**config.mk**
```make
export PLATFORM = sky130hd
export DESIGN_NAME = colour_button_conditioner
export DESIGN_NICKNAME = d
export VERILOG_FILES = /design/src/rtl/simon_pkg.sv /design/src/rtl/btn_debounce.sv /design/src/rtl/colour_button_conditioner.sv
export SDC_FILE = /design/constraint.sdc
export NUM_CORES = 1
export LEC_CHECK = 0
export BUFFER_PORTS_ARGS = -buffer_cell sky130_fd_sc_hd__clkbuf_2
export CAP_MARGIN = 10
export CORE_MARGIN = 10
export CORE_UTILIZATION = 25
export CTS_BUF_LIST = sky130_fd_sc_hd__clkbuf_4
export CTS_CLUSTER_SIZE = 12
export DETAILED_ROUTE_END_ITERATION = 6
export PLACE_DENSITY_LB_ADDON = 0.15
export SETUP_SLACK_MARGIN = 0.2
export SLEW_MARGIN = 20
export SYNTH_ARGS = -nofsm -noshare
export SYNTH_HDL_FRONTEND = slang
export SYNTH_SLANG_ARGS = --single-unit
```
**constraint.sdc**
```tcl
create_clock -name clk -period 3.1 [get_ports clk]
set_clock_uncertainty 0.1 [all_clocks]
set_input_delay 0.62 -clock clk [delete_from_list [all_inputs] [get_ports clk]]
set_output_delay 0.62 -clock clk [all_outputs]
set_load 0.005 [all_outputs]
```
**src/rtl/simon_pkg.sv**
```systemverilog
// Shared types and helpers for the Simon Says button front-end.
package simon_pkg;

   localparam int unsigned NUM_BTNS = 4;
   localparam int unsigned COLOUR_W = 2;

   typedef logic [COLOUR_W-1:0] colour_t;

   localparam colour_t COL_0 = 2'd0;
   localparam colour_t COL_1 = 2'd1;
   localparam colour_t COL_2 = 2'd2;
   localparam colour_t COL_3 = 2'd3;

   typedef enum logic [1:0] {
      REL_WAIT = 2'd0,
      ARMED    = 2'd1,
      HELD     = 2'd2
   } state_t;

   // Encode a one-hot button vector into its colour; non-one-hot maps to COL_0.
   function automatic colour_t encode_btn(input logic [NUM_BTNS-1:0] btn);
      colour_t col;
      case (btn)
         NUM_BTNS'(1): col = COL_0;
         NUM_BTNS'(2): col = COL_1;
         NUM_BTNS'(4): col = COL_2;
         NUM_BTNS'(8): col = COL_3;
         default:      col = COL_0;
      endcase
      return col;
   endfunction

endpackage

```
**src/rtl/btn_debounce.sv**
```systemverilog
// One button bit: two-flop synchroniser followed by a saturating debounce counter.
module btn_debounce #(
   parameter int unsigned DEBOUNCE_CYCLES = 20000
) (
   input  logic clk,
   input  logic rst_n,
   input  logic btn_raw,
   output logic btn_stable
);

   localparam int unsigned CW = $clog2(DEBOUNCE_CYCLES + 1);

   logic           sync1;
   logic           sync2;
   logic [CW-1:0]  cnt;

   // Bring the asynchronous button into the clock domain.
   always_ff @(posedge clk or negedge rst_n) begin
      if (!rst_n) begin
         sync1 <= 1'b0;
         sync2 <= 1'b0;
      end else begin
         sync1 <= btn_raw;
         sync2 <= sync1;
      end
   end

   // Accept a new level only after it has held for DEBOUNCE_CYCLES synced cycles.
   always_ff @(posedge clk or negedge rst_n) begin
      if (!rst_n) begin
         cnt        <= '0;
         btn_stable <= 1'b0;
      end else if (sync2 == btn_stable) begin
         cnt <= '0;
      end else if (cnt >= CW'(DEBOUNCE_CYCLES - 1)) begin
         btn_stable <= ~btn_stable;
         cnt        <= '0;
      end else begin
         cnt <= cnt + CW'(1);
      end
   end

endmodule

```
**src/rtl/colour_button_conditioner.sv**
```systemverilog
// Colour button conditioner: debounces four buttons and emits one encoded
// valid/ready press event per physical press.
// Optional idle timeout pulse enabled by defining COLOUR_BTN_TIMEOUT_EN.
module colour_button_conditioner
   import simon_pkg::*;
#(
   parameter int unsigned DEBOUNCE_CYCLES = 20000,
   parameter int unsigned TIMEOUT_CYCLES  = 2000000
) (
   input  logic                clk,
   input  logic                rst_n,
   input  logic                en,
   input  logic [NUM_BTNS-1:0] btn_raw,
   output logic                press_valid,
   output colour_t             press_colour,
   input  logic                press_ready,
   output logic [NUM_BTNS-1:0] btn_stable,
   output logic                multi_press_err,
   output logic                overflow,
   output logic                timeout
);

   localparam int unsigned CNT_W = $clog2(NUM_BTNS + 1);

   state_t           state;
   state_t           state_n;
   logic             valid_n;
   colour_t          colour_n;
   logic             err_n;
   logic             ovf_n;
   logic [CNT_W-1:0] n_pressed;

   // Per-button synchroniser and debouncer.
   for (genvar g = 0; g < NUM_BTNS; g++) begin : g_btn
      btn_debounce #(
         .DEBOUNCE_CYCLES(DEBOUNCE_CYCLES)
      ) u_debounce (
         .clk       (clk),
         .rst_n     (rst_n),
         .btn_raw   (btn_raw[g]),
         .btn_stable(btn_stable[g])
      );
   end

   assign n_pressed = CNT_W'($countones(btn_stable));

   // Press detection FSM, encoder and event handshake next-state logic.
   always_comb begin
      state_n  = state;
      valid_n  = press_valid & ~press_ready;
      colour_n = press_colour;
      err_n    = 1'b0;
      ovf_n    = overflow;
      if (!en) begin
         state_n = REL_WAIT;
         valid_n = 1'b0;
      end else begin
         case (state)
            REL_WAIT, HELD: begin
               if (btn_stable == '0) state_n = ARMED;
            end
            ARMED: begin
               if (n_pressed == CNT_W'(1)) begin
                  state_n = HELD;
                  if (valid_n) begin
                     ovf_n = 1'b1;
                  end else begin
                     valid_n  = 1'b1;
                     colour_n = encode_btn(btn_stable);
                  end
               end else if (n_pressed > CNT_W'(1)) begin
                  err_n   = 1'b1;
                  state_n = REL_WAIT;
               end
            end
            default: state_n = REL_WAIT;
         endcase
      end
   end

   // FSM state and registered event outputs.
   always_ff @(posedge clk or negedge rst_n) begin
      if (!rst_n) begin
         state           <= REL_WAIT;
         press_valid     <= 1'b0;
         press_colour    <= COL_0;
         multi_press_err <= 1'b0;
         overflow        <= 1'b0;
      end else begin
         state           <= state_n;
         press_valid     <= valid_n;
         press_colour    <= colour_n;
         multi_press_err <= err_n;
         overflow        <= ovf_n;
      end
   end

`ifdef COLOUR_BTN_TIMEOUT_EN
   localparam int unsigned TW = $clog2(TIMEOUT_CYCLES + 1);

   logic [TW-1:0] tcnt;
   logic [TW-1:0] tcnt_n;
   logic          timeout_n;

   // Idle counter: runs only while armed with no event pending.
   always_comb begin
      tcnt_n    = tcnt;
      timeout_n = 1'b0;
      if (!en || state_n != ARMED) begin
         tcnt_n = '0;
      end else if (!press_valid) begin
         if (tcnt >= TW'(TIMEOUT_CYCLES - 1)) begin
            tcnt_n    = '0;
            timeout_n = 1'b1;
         end else begin
            tcnt_n = tcnt + TW'(1);
         end
      end
   end

   // Timeout counter and pulse register.
   always_ff @(posedge clk or negedge rst_n) begin
      if (!rst_n) begin
         tcnt    <= '0;
         timeout <= 1'b0;
      end else begin
         tcnt    <= tcnt_n;
         timeout <= timeout_n;
      end
   end
`else
   // Feature absent: timeout is constant low; the parameter is kept for a uniform interface.
   assign timeout = 1'b0 & (TIMEOUT_CYCLES == 0);
`endif

endmodule

```
# Word-level counts from Yosys, hierarchy flattened
# Index checks and enable logic that the tools add are counted.
[word_totals]
inputBits = 8
word_cells = 87
out_inout_bits = 10
ram_bits = 0
latchBits = 0
regBits = 79
romBits = 0
mem_count = 0
[op_classes]
addsub = 7
n_mux = 21
n_mul = 0
eq_ne = 12
n_bitwise = 11
div = 0
shift = 0
order_cmp = 5
reduce_logical = 10
[op_table]
columns = ["operator", "count"]
rows = [
  ["15-bit two-way mux", 8],
  ["15-bit by 1-bit adder with 15-bit output (second input constant)", 4],
  ["15-bit greater-or-equal comparator (second input constant)", 4],
  ["1-bit inverter", 10],
  ["2-bit AND reduction", 5],
  ["2-bit two-way mux", 4],
  ["4-bit AND reduction", 2],
  ["1-bit two-way mux", 7],
  ["2-bit one-hot mux with 3 select lines", 1],
  ["1-bit by 1-bit adder with 2-bit output", 2],
  ["1-bit equality test", 4],
  ["4-bit by 2-bit equality test with 1-bit output (second input constant)", 1],
  ["4-bit by 3-bit equality test with 1-bit output (second input constant)", 1],
  ["4-bit equality test (second input constant)", 1],
  ["4-bit zero test", 1],
  ["4-bit != test (second input constant)", 1],
  ["2-bit one-hot mux with 2 select lines", 1],
  ["2-bit by 2-bit adder with 3-bit output", 1],
  ["3-bit by 1-bit equality test with 1-bit output (second input constant)", 1],
  ["3-bit by 1-bit greater-than comparator with 1-bit output (second input constant)", 1],
  ["3-bit != test (second input constant)", 1],
  ["2-bit by 1-bit equality test with 1-bit output (second input constant)", 1],
  ["2-bit equality test (second input constant)", 1],
  ["2-bit zero test", 1],
  ["2 further kinds", 2],
]

# Depth between registers and ports, before layout
# Gate-level depths: netlist of the first run.
[depth]
ltp_word = 7
depth_mapped = 11

# Hierarchy
# A second synthesis of the first run with hierarchy kept.
[unflattened]
hier_cells = 396
area_unflattened_um2 = 4010.1
[by_module_without_submodules]
columns = ["module", "cells_each", "area_per_inst_um2", "n_inst"]
rows = [
  ["btn_debounce", 88, 884.6, 4],
  ["colour_button_conditioner", 44, 471.7, 1],
]

# Worst setup path after synthesis of the first run
# OpenSTA, ideal clock, no wires.
[synth_path]
path_type = "flip-flop to flip-flop"
from = "register g_btn[3].u_debounce.btn_stable"
to = "register press_colour[0]"
path_stages_with_launch = 11
path_slack_ns = 0.435
setup_ns = 0.110
arrival_time_ns = 2.455
cell_sequence = "dfrtp_1 > clkbuf_1 > inv_1 > fa_1 > inv_1 > ha_1 > inv_1 > ha_1 > nor3b_1 > nand4b_1 > o41ai_1"
[synth_between]
elab_chain_len = 4
elab_cells_between_ends = 8
classes_between = "add/sub: 2; eq/ne: 4; mux: 1; reduce/logical: 1"
[synth_lines]
columns = ["item", "line_no", "source"]
rows = [
  ["from (decl)", "btn_debounce.sv:8", "output logic btn_stable"],
  ["from (signal assigned)", "btn_debounce.sv:36", "btn_stable <= ~btn_stable;"],
  ["1-bit by 1-bit adder with 2-bit output (implied by the code)", "colour_button_conditioner.sv:45", "assign n_pressed = CNT_W'($countones(btn_stable));"],
  ["2-bit by 2-bit adder with 3-bit output (implied by the code)", "colour_button_conditioner.sv:45", ""],
  ["3-bit by 1-bit equality test with 1-bit output", "colour_button_conditioner.sv:63", "if (n_pressed == CNT_W'(1)) begin"],
  ["4-bit AND reduction (no line)", "--", ""],
  ["to (signal assigned)", "colour_button_conditioner.sv:92", "press_colour <= colour_n;"],
  ["to (decl)", "colour_button_conditioner.sv:15", "output colour_t press_colour,"],
]
# Parallel ways exist; a longest one is shown, timed or not.
# A chain may end at the register's enable or synchronous reset.

# Worst setup path in the final report of the first run
[layout_path]
from = "register g_btn[0].u_debounce.btn_stable"
to = "register press_colour[0]"
[layout_between]
elab_chain_len = 4
elab_cells_between_ends = 8
classes_between = "add/sub: 2; eq/ne: 4; mux: 1; reduce/logical: 1"
[layout_lines]
columns = ["item", "line_no"]
rows = [
  ["from (decl)", "btn_debounce.sv:8"],
  ["from (signal assigned)", "btn_debounce.sv:36"],
  ["1-bit by 1-bit adder with 2-bit output (implied by the code)", "colour_button_conditioner.sv:45"],
  ["2-bit by 2-bit adder with 3-bit output (implied by the code)", "colour_button_conditioner.sv:45"],
  ["3-bit by 1-bit equality test with 1-bit output", "colour_button_conditioner.sv:63"],
  ["4-bit AND reduction (no line)", "--"],
]
# Parallel ways exist; a longest one is shown, timed or not.

==> metrics.csv, run 1 <==
stage,metric,value,unit
route,via_per_inst,4.365,
pwr,post-layout-total-power,1.760,mW
floorplan,start_util,25.64,%
route,detail-route-antenna-nets,0,
critical_path,critical_path.max_fanout,6,
cells_and_area,final-seq-area,1977,sq um
grt,globalRoute.totalOverflow,0,
critical_path,worstSetupEndpointType,flop,
floorplan,fp.dieH,145.1,microns
synthesis,netlist.area_leader.share,50.53,%
critical_path,crit_required,3340,ps
timing,tns,0,ps
clocking,h_tree_level_count,3,
critical_path,critPathLaunchType,flop,
timing,finalSetupViolations,0,
timing,fmax,367.4,MHz
cells_and_area,area_growth_syn_to_layout,11.74,%
synthesis,synth_cells,385,
synthesis,yosysSeqAreaShare,50.53,%
route,wl_per_cell,12.50,microns
clocking,clock_path_buffers,2,
critical_path,worst_endpoint_data_arrival_time,2960,ps
timing,slew_headroom,58.18,%
critical_path,timing_worst_setup_path_type,reg2reg,
clocking,clock_root_buffer,sky130_fd_sc_hd__clkbuf_4,
route,first_iter_violations,124,
timing,final_worst_setup_slack,377.9,ps
synthesis,postSynthAreaPerCell,10.16,sq um
pwr,p_per_area,402.6,nW/um^2
synthesis,synthDistinctLibCells,48,
floorplan,core_area,15260,sq um
cells_and_area,post_route_cells_drive_above_1_share,11.85,%
clocking,tritoncts_num_sinks,79,
synthesis,dominantRegCellSynth,sky130_fd_sc_hd__dfrtp_1,
synthesis,synthesis.nets,404,
floorplan,placementRows,45,
pwr,worst_ir_drop_vdd,0.1361,mV
route,drc_errors,0,
timing,grt_setup_unrepaired,no,
clocking,numCtsBuffers,9,
placed_design,place.port_buffers,16,
clocking,clock_latency_of_the_later_clocked_register_in_the_worst_skew_pair,440,ps
cells_and_area,design.final.nets,419,
timing,worst_margin_pin_slew,627.4,ps
synthesis,synth_area,3913,sq um
floorplan,top_level_ports,18,
grt,grt_util_all_layers,7.693,%
outcome,outcome,completed,
clocking,clkSlewWorstSetupHoldPaths,120,ps
run,drv_cap,0,
grt,number_of_global_route_vias_before_repair,2647,
timing,final-hold-violation-count,0,
grt,maximum_number_of_pins_on_one_net_before_global_route_repair,47,
synthesis,ys_async_sr_fraction,100.0,%
min_path,path_type_of_the_worst_min_delay_path,in2async,
synthesis,synth_area_leader,sky130_fd_sc_hd__dfrtp_1,
pwr,p_leak,1.892,nW
route,route.final.wire_length,7.713,mm
timing,maxSlewViolCount,0,
placed_design,gp_congestion,0.7632,
grt,antenna_found_initial,1,
route,detailroute.via_count,2693,
floorplan,floorplan.die_area,21050,sq um
cells_and_area,multi_input_comb_area,1788,sq um
synthesis,post_synth_main_area_contributors,"sky130_fd_sc_hd__dfrtp_1 (51%), sky130_fd_sc_hd__xor2_1 (8.1%), sky130_fd_sc_hd__nor2_1 (6.2%), sky130_fd_sc_hd__xnor2_1 (4.3%), sky130_fd_sc_hd__ha_1 (3.2%)",
floorplan,die_width,145.1,microns
grt,first_pass_grt_wire_length,13.32,mm
timing,period_share,87.81,%
synthesis,synth-seq-cells,79,
cells_and_area,fillCellCount,1612,
placed_design,preCtsSetupSlack,322.7,ps
route,firstDrtPassIters,4,
cells_and_area,fin_util,28.65,%
placed_design,dp_hpwl,5.307,mm
timing,period_needed,2722,ps
clocking,tritoncts,yes,
synthesis,yosysWarnings,0,
synthesis,synth-edff-count,0,
registers in the layout, summed over array words and instances, names as in the netlist:
| name | count |
|---|---|
| g_btn.u_debounce.btn_stable | 4 |
| g_btn.u_debounce.sync2 | 4 |
| press_colour | 2 |
| multi_press_err | 1 |
| state | 2 |
| overflow | 1 |
| g_btn.u_debounce.sync1 | 4 |
| press_valid | 1 |
| g_btn.u_debounce.cnt | 60 |
repair_timing:
item	CTS	global route
setup buffers	0	2
endpoints found under the setup margin	0	2
resized for setup	0	2
hold buffers	0	0
layout make-up:
type,instances,share of cell area (%)
timing repair buffer,24,3.549
antenna,1,0.05724
tap,211,6.039
clock inverter,6,1.402
clock buffer,10,1.717
inverter,13,1.116
sequential,79,45.22
multi-input combinational,273,40.90
cell families (layout without fill, tap and decap cells):
family	count (synthesis)	count (layout)	share of synthesized area [%]
xor+xnor	55	55	12.31
compound gates	29	29	5.821
other cells	1	2	0.09585
buf+inv	33	53	3.966
mux	5	5	1.375
fa+ha+maj	11	11	3.710
flops	79	79	50.53
simple gates	172	172	22.19
critical path, cell delays in order, from the launching register on:
cell and delay, ps:
sky130_fd_sc_hd__dfrtp_1 420, sky130_fd_sc_hd__inv_1 110, sky130_fd_sc_hd__fa_1 550, sky130_fd_sc_hd__inv_1 40, sky130_fd_sc_hd__ha_1 190, sky130_fd_sc_hd__inv_1 80
sky130_fd_sc_hd__ha_1 220, sky130_fd_sc_hd__nor3b_1 240, sky130_fd_sc_hd__nand4b_1 280, sky130_fd_sc_hd__o41ai_2 400
metal layers:
layer	track usage, %	wire, microns	vias up
met1	9.998	3850	1306
met2	11.17	3496	32
met3	3.011	272	6
met5	0	0	-
met4	3.033	93	0
li1	-	-	1349
final timing paths:
check | cells after the start | end | from | slack [ps]
min reg2reg | 0 | g_btn[1].u_debounce.sync2 | g_btn[1].u_debounce.sync1 | 260
max in group asynchronous | 2 | g_btn[2].u_debounce.cnt[10] | rst_n | 2180
max reg2reg | 9 | press_colour[0] | g_btn[0].u_debounce.btn_stable | 380
min | 1 | g_btn[3].u_debounce.cnt[8] | rst_n | 80
min in group clk | 1 | g_btn[0].u_debounce.sync1 | btn_raw[0] | 180
max | 9 | press_colour[0] | g_btn[0].u_debounce.btn_stable | 380
cell usage after synthesis, types with 4 or more instances:
library cell                n
sky130_fd_sc_hd__a21oi_1    4
sky130_fd_sc_hd__and3_1     5
sky130_fd_sc_hd__and4_1     9
sky130_fd_sc_hd__buf_2      4
sky130_fd_sc_hd__buf_4      5
sky130_fd_sc_hd__clkbuf_1  10
sky130_fd_sc_hd__dfrtp_1   79
sky130_fd_sc_hd__ha_1      10
sky130_fd_sc_hd__inv_1     13
sky130_fd_sc_hd__nand2_1   21
sky130_fd_sc_hd__nand3_1   24
sky130_fd_sc_hd__nand4_1   19
sky130_fd_sc_hd__nor2_1    65
sky130_fd_sc_hd__nor3_1     5
sky130_fd_sc_hd__nor4_1     7
sky130_fd_sc_hd__o31ai_1    4
sky130_fd_sc_hd__xnor2_1   19
sky130_fd_sc_hd__xor2_1    36
power breakdown:
group	total, mW	internal [mW]	switching, mW
sequential	1.07	1.05	0.0193
clock	0.615	0.250	0.365
combinational	0.0770	0.0263	0.0507
total	1.76	1.33	0.435
per-stage QoR:
step	area [sq um]	hold slack, ps	std cells
2_1_floorplan	3913	224.4	385
3_3_place_gp	4210	233.0	598
3_5_place_dp	4210	234.7	598
4_1_cts	4347	61.96	614
5_1_grt	4372	56.53	617
6_report	4372	76.69	617
placed cells by master (no fill, tap or decap), drive strengths merged, types with 6 or more instances in the layout:
| cell type | n |
|---|---|
| dfrtp | 79 |
| nor2 | 65 |
| xor2 | 36 |
| clkbuf | 25 |
| nand3 | 24 |
| nand2 | 21 |
| xnor2 | 19 |
| nand4 | 19 |
| inv | 13 |
| ha | 10 |
| and4 | 9 |
| buf | 9 |
| nor4 | 7 |
| o21ai | 6 |
Note: power is estimated with default switching activity, not from simulation.
==> run 2, diff against run 1 <==
CORE_ASPECT_RATIO = 2   (was unset)
==> run 2 against run 1 <==
Flip-flop and latch count unchanged. Core utilization down 0.32 points. Via count up 2.6%. Cell count down 1.9%. Critical endpoint is now press_colour[1]. Highest routed layer unchanged.
==> metrics.csv, run 2 (synthesis results as in run 1) <==
stage,metric,value,unit,change
timing,maxSlewViolCount,0,,unchanged
clocking,clock_path_buffers,2,,unchanged
cells_and_area,post_route_cells_drive_above_1_share,12.07,%,+0.22 points
critical_path,rrSetupSlack,450,ps,+70 ps
critical_path,worstSetupStartpoint,g_btn[0].u_debounce.btn_stable,,
route,detailroute.via_count,2763,,+2.6%
cells_and_area,design.final.nets,420,,+0.24%
floorplan,top_level_ports,18,,unchanged
floorplan,fp.dieH,196.9,microns,+36%
pwr,p_leak,1.897,nW,+0.26%
floorplan,floorplan.die_area,21360,sq um,+1.4%
grt,maximum_number_of_pins_on_one_net_before_global_route_repair,34,,-28%
cells_and_area,final-seq-area,1977,sq um,unchanged
placed_design,place.port_buffers,16,,unchanged
timing,worst_margin_pin_slew,639.3,ps,+11.97 ps
pwr,p_per_area,411.9,nW/um^2,+2.3%
critical_path,critical_path.max_fanout,4,,-2
run,drv_cap,0,,unchanged
cells_and_area,top_register,g_btn.u_debounce.cnt,,
critical_path,worst_endpoint_data_arrival_time,2890,ps,-70 ps
timing,period_needed,2651,ps,-71.00 ps
cells_and_area,multi_input_comb_area,1785,sq um,-0.14%
clocking,clock_latency_of_the_later_clocked_register_in_the_worst_skew_pair,450,ps,about the same
floorplan,core_area,15370,sq um,+0.76%
clocking,h_tree_level_count,3,,unchanged
critical_path,worstSetupEndpointType,flop,,
route,first_iter_violations,122,,-1.6%
pwr,worst_ir_drop_vdd,0.2344,mV,+72%
cells_and_area,area_growth_syn_to_layout,11.32,%,
grt,number_of_global_route_vias_before_repair,2982,,+13%
timing,slew_headroom,57.37,%,-0.80 points
floorplan,die_width,108.5,microns,-25%
critical_path,critPathLaunchType,flop,,
clocking,clock_root_buffer,sky130_fd_sc_hd__clkbuf_4,,
pwr,p_clk_share,36.0,%,+1.1 points
pwr,pwr-share-comb,4.4,%,about the same
route,firstDrtPassIters,4,,unchanged
cells_and_area,fillCellCount,1656,,+2.7%
timing,finalSetupViolations,0,,unchanged
route,wl_per_cell,13.82,microns,+11%
critical_path,timing_worst_setup_path_type,reg2reg,,
pwr,switching_share,25.35,%,+0.66 points
route,drc_errors,0,,unchanged
timing,period_share,85.52,%,-2.3 points
cells_and_area,layout_commonest_cell,sky130_fd_sc_hd__dfrtp_1,,
outcome,outcome,completed,,
min_path,worst_hold_startpoint,btn_raw[2],,
pwr,switching_power,0.4548,mW,+4.6%
route,detail-route-antenna-nets,0,,unchanged
clocking,tritoncts_num_sinks,79,,unchanged
critical_path,reg2reg_from,g_btn[0].u_debounce.btn_stable,,
timing,final-hold-violation-count,0,,unchanged
grt,antenna_found_initial,1,,unchanged
timing,grt_setup_unrepaired,no,,
route,via_per_inst,4.567,,+4.6%
timing,tns,0,ps,unchanged
critical_path,crit_required,3340,ps,about the same
min_path,hold-path-endpoint,g_btn[2].u_debounce.sync1,,
placed_design,dp_hpwl,6.043,mm,+14%
grt,globalRoute.totalOverflow,0,,unchanged
critical_path,depth_of_the_worst_register_to_register_path,11,,+2
min_path,worst_hold_path.num_cells,1,,
cells_and_area,largest_register_ff_count,60,,unchanged
pwr,seq_power_share,59.6,%,-1.1 points
placed_design,gp_congestion,0.7342,,-3.8%
clocking,numCtsBuffers,9,,unchanged
timing,fmax,377.2,MHz,+2.7%
grt,grt_util_all_layers,8.613,%,+0.92 points
grt,first_pass_grt_wire_length,14.72,mm,+11%
min_path,path_type_of_the_worst_min_delay_path,in2reg,,
route,route.final.wire_length,8.362,mm,+8.4%
floorplan,start_util,25.45,%,-0.19 points
critical_path,timing.rr.end,press_colour[1],,
clocking,clkSlewWorstSetupHoldPaths,140,ps,+20 ps
clocking,tritoncts,yes,,
floorplan,placementRows,64,,+42%
pwr,p_int,1.339,mW,+1.0%
pwr,post-layout-total-power,1.794,mW,+1.9%
cells_and_area,layout_common_cells,"sky130_fd_sc_hd__dfrtp_1 (79), sky130_fd_sc_hd__nor2_1 (65), sky130_fd_sc_hd__xor2_1 (36)",,
run 2: layout make-up:
cell class,count,share of cell area [%]
sequential,79,45.39
multi-input combinational,273,40.99
tap,198,5.688
timing repair buffer,25,3.505
clock buffer,11,1.896
clock inverter,5,1.350
inverter,13,1.120
antenna,1,0.05745
run 2: worst max-delay path, stage by stage (launching register included):
cell                       delay, ps
sky130_fd_sc_hd__dfrtp_1         420
sky130_fd_sc_hd__inv_1           100
sky130_fd_sc_hd__fa_1            540
sky130_fd_sc_hd__inv_1            50
sky130_fd_sc_hd__ha_1            190
sky130_fd_sc_hd__inv_1            80
sky130_fd_sc_hd__ha_1            230
sky130_fd_sc_hd__nor3b_2         210
sky130_fd_sc_hd__nand4b_1        200
sky130_fd_sc_hd__buf_4           190
sky130_fd_sc_hd__o21ai_0         150
sky130_fd_sc_hd__o31ai_1          90
run 2: metal layers:
| metal | vias to the layer above | wire length (microns) | track usage, % |
|---|---|---|---|
| li1 | 1348 | - | - |
| met1 | 1375 | 3248 | 8.959 |
| met2 | 30 | 4636 | 15.43 |
| met3 | 10 | 253 | 2.092 |
| met4 | 0 | 223 | 4.369 |
| met5 | - | 0 | 0 |
run 2: how the worst max path moves through the flow:
stage	to	slack, ps	cells past startpoint
after global placement	press_colour[0]	350	9
after global routing	press_colour[1]	240	11
after floorplan	press_colour[0]	430	10
after CTS	press_colour[0]	270	9
after detailed placement	press_colour[0]	310	9
final	press_colour[1]	450	11
run 2: through the flow:
stage	hold slack, ps	cell area, sq um	setup slack [ps]	util [%]	instances
2_1_floorplan	224.4	3913	434.9	-	385
3_3_place_gp	241.3	4182	354.5	27.20	585
3_5_place_dp	237.1	4182	313.1	27.20	585
4_1_cts	122.7	4333	269.0	28.18	602
5_1_grt	129.7	4355	240.2	28.33	605
6_report	163.7	4355	448.9	28.33	605
run 2: timing repair:
| item | in CTS | in global routing |
|---|---|---|
| resized for setup | 0 | 1 |
| hold endpoints to repair | 24 | 0 |
| setup endpoints to repair | 0 | 2 |
| hold buffers | 1 | 0 |
| buffers inserted | 0 | 2 |
run 2: power groups by stage:
stage / Sequential [mW] / Combinational, mW / Clock, mW
floorplan: 1.08 / 0.0418 / 0
global placement: 1.09 / 0.0806 / 0
detailed placement: 1.09 / 0.0808 / 0
CTS: 1.07 / 0.0823 / 0.686
global route: 1.07 / 0.0925 / 0.725
finish: 1.07 / 0.0781 / 0.647
